==> src/rtl/mod6_down_counter_if.sv <==
// mod6_down_counter_if
//   Control/status bundle of one mod-MOD down-counter stage.
//   master : drives LC, I, EN, BI; observes Q, BO, ZERO, ERR, WCNT
//   slave  : the counter stage itself (opposite directions)
//   LC   load control (1 = load I, 0 = count)
//   I    parallel load value, W bits
//   EN   local count enable
//   BI   borrow-in from the less-significant stage (tie 1 on the LS stage)
//   Q    registered count, W bits
//   BO   borrow-out to the next stage, combinational
//   ZERO Q == 0, combinational
//   ERR  sticky illegal-load flag
//   WCNT saturating count of 0 -> MOD-1 wraps, WCW bits
interface mod6_down_counter_if #(
   parameter int W   = 3,
   parameter int WCW = 8
);
   logic           LC;
   logic [W-1:0]   I;
   logic           EN;
   logic           BI;
   logic [W-1:0]   Q;
   logic           BO;
   logic           ZERO;
   logic           ERR;
   logic [WCW-1:0] WCNT;

   modport master (
      output LC, I, EN, BI,
      input  Q, BO, ZERO, ERR, WCNT
   );

   modport slave (
      input  LC, I, EN, BI,
      output Q, BO, ZERO, ERR, WCNT
   );
endinterface

==> src/rtl/mod6_down_counter.sv <==
// mod6_down_counter
//   Loadable modulo-MOD down counter (default 5,4,3,2,1,0,5,...) with
//   borrow-in/borrow-out for cascading, sticky illegal-load flag and a
//   saturating wrap-event counter.
//   CLK  rising-edge clock
//   CLR  asynchronous clear, active-low (Q, ERR, WCNT -> 0)
//   bus  slave side of mod6_down_counter_if (LC, I, EN, BI in;
//        Q, BO, ZERO, ERR, WCNT out)
//   Priority at the clock edge: load > count (EN & BI) > hold.
module mod6_down_counter #(
   parameter int MOD = 6,
   parameter int W   = 3,
   parameter int WCW = 8
) (
   input  logic                  CLK,
   input  logic                  CLR,
   mod6_down_counter_if.slave    bus
);

   localparam logic [W-1:0] QMAX = W'(MOD - 1);

   logic [W-1:0]   q;
   logic           err;
   logic [WCW-1:0] wcnt;
   logic           cnt_en;

   assign cnt_en = bus.EN & bus.BI;

   always_ff @(posedge CLK or negedge CLR) begin
      if (!CLR) begin
         q    <= '0;
         err  <= 1'b0;
         wcnt <= '0;
      end else if (bus.LC) begin
         // Out-of-range loads clamp to the top legal value and raise ERR.
         if (bus.I <= QMAX) begin
            q   <= bus.I;
            err <= 1'b0;
         end else begin
            q   <= QMAX;
            err <= 1'b1;
         end
      end else if (cnt_en) begin
         if (q == '0) begin
            q <= QMAX;
            if (wcnt != '1)
               wcnt <= wcnt + WCW'(1);
         end else if (q > QMAX) begin
            // Unreachable in normal operation; recovers without a wrap event.
            q <= QMAX;
         end else begin
            q <= q - W'(1);
         end
      end
   end

   assign bus.Q    = q;
   assign bus.ERR  = err;
   assign bus.WCNT = wcnt;
   assign bus.ZERO = (q == '0);
   // High during the cycle whose edge performs the wrap.
   assign bus.BO   = ~bus.LC & cnt_en & (q == '0);

endmodule

==> src/flat_wrapper.sv <==
// flat-port wrapper written by rule: the top's interface ports become plain ports
module mod6_down_counter_flat 
#(
   parameter int MOD = 6,
   parameter int W   = 3,
   parameter int WCW = 8
)
  (CLK, CLR, bus_LC, bus_I, bus_EN, bus_BI, bus_Q, bus_BO, bus_ZERO, bus_ERR, bus_WCNT);
  mod6_down_counter_if #(.W(W), .WCW(WCW)) bus_i ();
  input  logic CLK;
  input  logic CLR;
  input wire logic [$bits(bus_i.LC)-1:0] bus_LC;
  input wire logic [$bits(bus_i.I)-1:0] bus_I;
  input wire logic [$bits(bus_i.EN)-1:0] bus_EN;
  input wire logic [$bits(bus_i.BI)-1:0] bus_BI;
  output wire logic [$bits(bus_i.Q)-1:0] bus_Q;
  output wire logic [$bits(bus_i.BO)-1:0] bus_BO;
  output wire logic [$bits(bus_i.ZERO)-1:0] bus_ZERO;
  output wire logic [$bits(bus_i.ERR)-1:0] bus_ERR;
  output wire logic [$bits(bus_i.WCNT)-1:0] bus_WCNT;
  assign bus_i.LC = bus_LC;
  assign bus_i.I = bus_I;
  assign bus_i.EN = bus_EN;
  assign bus_i.BI = bus_BI;
  assign bus_Q = bus_i.Q;
  assign bus_BO = bus_i.BO;
  assign bus_ZERO = bus_i.ZERO;
  assign bus_ERR = bus_i.ERR;
  assign bus_WCNT = bus_i.WCNT;
  mod6_down_counter #(.MOD(MOD), .W(W), .WCW(WCW)) u_core (.CLK(CLK), .CLR(CLR), .bus(bus_i));
endmodule
==> config.mk <==
export PLATFORM = sky130hd
export DESIGN_NAME = mod6_down_counter_flat
export DESIGN_NICKNAME = d
export VERILOG_FILES = /design/src/rtl/mod6_down_counter_if.sv /design/src/rtl/mod6_down_counter.sv /design/src/flat_wrapper.sv
export SDC_FILE = /design/constraint.sdc
export NUM_CORES = 1
export LEC_CHECK = 0
export ABC_AREA = 1
export CAP_MARGIN = 40
export CORE_MARGIN = 2
export CORE_UTILIZATION = 49
export DETAILED_ROUTE_END_ITERATION = 10
export PLACE_DENSITY = 0.79
export SKIP_LAST_GASP = 1
export SYNTH_ARGS = -nofsm -noshare
export SYNTH_HDL_FRONTEND = slang
export SYNTH_SLANG_ARGS = --single-unit
==> constraint.sdc <==
create_clock -name CLK -period 2.4 [get_ports CLK]
set_input_delay 0.36 -clock CLK [delete_from_list [all_inputs] [get_ports CLK]]
set_output_delay 0.36 -clock CLK [all_outputs]
set_load 0.1 [all_outputs]
== Word-level counts from Yosys, hierarchy flattened ==
Cells that the tools add are included.
Word-level totals
  register bits: 12
  latch bits: 0
  RAM bits: 0
  ROM bits: 0
  input port bits: 8
  output and inout bits: 14
  memories kept: 0
Operators by class
  add/subtract/negate cells: 2
  multiply operators: 0
  div/mod/pow operators: 0
  $lt $le $gt $ge: 2
  eq/ne operators: 1
  shift-type cells: 0
  multiplexer cells: 6
  bitwise operators: 4
  reductions and logical operators: 3
Operators with widths (count)
  3-bit two-way mux: 5
  8-bit by 1-bit adder with 8-bit output (second input constant): 1
  8-bit inequality test (second input constant): 1
  4-bit AND reduction: 1
  1-bit AND: 3
  3-bit > comparator (second input constant): 1
  3-bit less-or-equal comparator (second input constant): 1
  3-bit zero test: 1
  3-bit by 1-bit subtractor with 3-bit output (second input constant): 1
  2-bit nonzero test: 1
  1-bit two-way mux: 1
  1-bit NOT: 1

== Depth between registers and ports, before layout ==
  depth after elaboration: 5
  depth in mapped cells: 8
  mapped depth without buffers: 8

== Worst setup path after synthesis ==
Ideal clock, no wire load.
  kind: reg-to-output
  start point: register u_core.q[0], in the netlist u_core.bus.Q[0]
  end point: output bus_ZERO
  data arrival time: 1.927 ns
  slack: 0.113 ns
  stages on the path, launching flop included: 5
  buffers on the path: 0
  cell sequence: dfrtp_1 > inv_1 > ha_1 > nand2_2 > inv_1
Between the ends
  cells in the longest elaborated chain, start to end: 1
RTL lines
  from (decl): line mod6_down_counter.sv:22  | logic [W-1:0] q;
  from (signal assigned): line mod6_down_counter.sv:37  | q <= bus.I;
  from (signal assigned): line mod6_down_counter.sv:52  | q <= q - W'(1);
  3-bit zero test: line mod6_down_counter.sv:60  | assign bus.ZERO = (q == '0);
  to (decl): line flat_wrapper.sv:18  | output wire logic [$bits(bus_i.ZERO)-1:0] bus_ZERO;
Every way passes these cells.

== Final worst setup path ==
Ends and elaborated chain as after synthesis.

==> flow_summary_export.csv <==
group,metric,value,unit
sta,whs,0.4317,ns
sta,period_needed,1.867,ns
power,switching_share,0.5020,
setup_path,slowest_delay,0.44,ns
clocking,cts_tree,"yes",
flow_run,drv_cap,0,
clocking,numCtsBuffers,3,
placement,hpwl,1.307,mm
cells_and_area,drive_above_1_share,0.1791,
synthesis,synthCells,109,
floorplanning,fp-row-count,14,
sta,post-route-period-util,0.7780,
placement,portBuffers,21,
setup_path,path_class,"reg -> out",
floorplanning,die_area,1926,um^2
grt,grt_max_degree,13,
grt,grt-busiest-layer,"met2",
cells_and_area,final_nets,147,
setup_path,path_buf_inv,3,
setup_path,crit_chain,"inv_1 -> ha_1 -> nand2_2 -> inv_1 -> buf_4",
synthesis,yosysSeqAreaShare,0.3852,
sta,fin_ws,0.5328,ns
synthesis,yosysWarningCount,0,
clocking,clock-sinks,12,
setup_path,slowest_stage,"dfrtp_1",
drt,drt_iter0_drc,20,
power,switchingPower,416.5,uW
sta,hold_violations,0,
outcome,status,"finished, final reports clean",
synthesis,yosysTopAreaCellShare,0.3852,
worst_hold_path,hp-class,"in -> async",
clocking,post_cts_resized,0,
cells_and_area,stdcell_area,1023,um^2
synthesis,ys.flop_type,"dfrtp_1",
power,peakVddDrop,858.3,uV
setup_path,cp.arrival,1.51,ns
synthesis,synth.avg_cell_area,7.151,um^2
clocking,htree_levels,1,
setup_path,critPathLaunchType,"flip-flop",
sta,fmaxAchievable,535.5,MHz
placement,gp_congestion,0.8950,
floorplanning,dieWidth,43.89,um
drt,routed_wl,1.712,mm
sta,setup_viol,0,
power,sequentialPowerShare,0.316,
sta,tns,0,ns
clocking,clk_latency,0.27,ns
floorplanning,coreArea,1506,um^2
clocking,cts_hold_buf,0,
synthesis,synth_edf_count,0,
grt,antenna_found_initial,0,
floorplanning,pin_count,22,
synthesis,netlist_area,779.5,um^2
floorplanning,initial_core_util,0.5174,
grt,use_met3,0.07500,
drt,avgRoutedWirePerCell,11.41,um
sta,rsz0062_at_grt,"no",
synthesis,netlist_top_cells_count,"nand2_1 (46), dfrtp_1 (12), nor2_1 (12), inv_1 (10), nand3_1 (7)",
grt,grt_util_met1,0.2913,
synthesis,ys_ff_latch,12,
placement,pre_cts_slack,0.5726,ns
cells_and_area,stdcell_count,150,
placement,dpl.cell_count,146,
cells_and_area,diodes,0,
drt,drc,0,
clocking,cts_buffer_depth,2,
synthesis,synth_cell_types,20,
placement,post_dp_cell_area,987.2,um^2
grt,grt_use_total,0.2102,
clocking,clk_pin_slew,0.08,ns
grt,grt_pass1_wl,2.863,mm
drt,vias_per_cell,4.933,
setup_path,cp_max_fo,5,
drt,dr.pass1.iters,4,
floorplanning,fp.dieH,43.89,um
drt,routed-via-count,740,
drt,ant_nets,0,
power,p_per_area,810.7,nW/um^2
grt,overflow,0,
setup_path,end_kind,"output port",
cells_and_area,syn2layout_area_growth,31.30,%
sta,tightest_slew,0.5376,ns
grt,first_global_vias,636,
synthesis,synth-async-reset-ratio,1.000,
setup_path,required,2.04,ns
setup_path,cpMostUsedCell,"inv_1",
sta,relSlewSlack,0.6405,
power,pwr-share-comb,0.486,
clocking,cts_setup_buffers,0,
clocking,clock-root-buffer,"clkbuf_4",
power,clkPwrFrac,0.197,
sta,slew_viol_final,0,
power,p_leak,0.0005540,uW
sta,finalClockSkew,0.001582,ns
setup_path,critPathTopFamily,"buffers and inverters",
synthesis,yosysTopAreaCell,"dfrtp_1",
grt,use_met2,0.3088,
synthesis,synth.net_count,121,
power,p_int,413.3,uW
synthesis,yosysMostFrequentCell,"nand2_1",
synthesis,synth_area_leaders,"dfrtp_1 (39%), nand2_1 (22%), ha_1 (6.4%)",
==> worst paths after layout <==
path,start,end,slack [ns],cells past startpoint
max,u_core.bus.Q[0]$_DFFE_PN0P_,bus_ZERO,0.53,5
min,CLR,u_core.bus.WCNT[5]$_DFFE_PN0P_,0.43,1
max reg2reg,u_core.bus.Q[0]$_DFFE_PN0P_,u_core.bus.WCNT[3]$_DFFE_PN0P_,0.97,8
min reg2reg,u_core.bus.ERR$_DFFE_PN0P_,u_core.bus.ERR$_DFFE_PN0P_,0.53,2
max in group asynchronous,CLR,u_core.bus.Q[0]$_DFFE_PN0P_,1.61,1
min in group CLK,u_core.bus.ERR$_DFFE_PN0P_,u_core.bus.ERR$_DFFE_PN0P_,0.53,2
==> layer usage <==
layer / wire length [um] / part of all wire
met4: 0 / 0
met5: 0 / 0
met2: 778 / 0.45
met1: 818 / 0.48
met3: 114 / 0.067
==> power groups by stage <==
stage          Sequential, uW  Combinational, uW  Clock [uW]
2_1_floorplan             462                112           0
6_report                  262                404         164
4_1_cts                   262                406         167
5_1_grt                   267                432         184
3_3_place_gp              264                400           0
3_5_place_dp              266                405           0
==> cells by family after synthesis <==
kind of cell	count (synthesis)	synth area share
xor+xnor	3	0.03371
flops	12	0.3852
compound gates	7	0.04815
fa+ha+maj	4	0.06421
simple gates	70	0.4029
buf+inv	13	0.06581
==> registers in the layout, summed over array words and instances (netlist names) <==
signal	count
u_core.bus.WCNT	8
u_core.bus.ERR	1
u_core.bus.Q	3
==> cell type report <==
class / instances / area, um^2
Tap cell: 16 / 20.02
Fill cell: 133 / 483.0
Inverter: 13 / 51.30
Sequential cell: 12 / 300.3
Clock buffer: 4 / 36.28
Timing Repair Buffer: 21 / 187.7
Multi-Input combinational cell: 84 / 427.9
==> stage by stage <==
stage / total power [uW] / util
global placement: 664.7 / 0.6553
finish: 829.8 / 0.6794
CTS: 835.1 / 0.6794
floorplan: 573.8 / -
global route: 882.4 / 0.6794
detailed placement: 670.6 / 0.6553
==> cells in the final DEF (no fill, tap or decap), types with 2 or more instances in the layout <==
| cell | count |
|---|---|
| inv_1 | 10 |
| a21oi_1 | 2 |
| ha_1 | 4 |
| clkdlybuf4s50_1 | 7 |
| buf_4 | 13 |
| nand2_1 | 46 |
| nor2_1 | 12 |
| xnor2_1 | 2 |
| o21ai_0 | 3 |
| nand3_1 | 7 |
| dfrtp_1 | 12 |
| clkbuf_4 | 3 |
(Power assumes the default switching activity.)
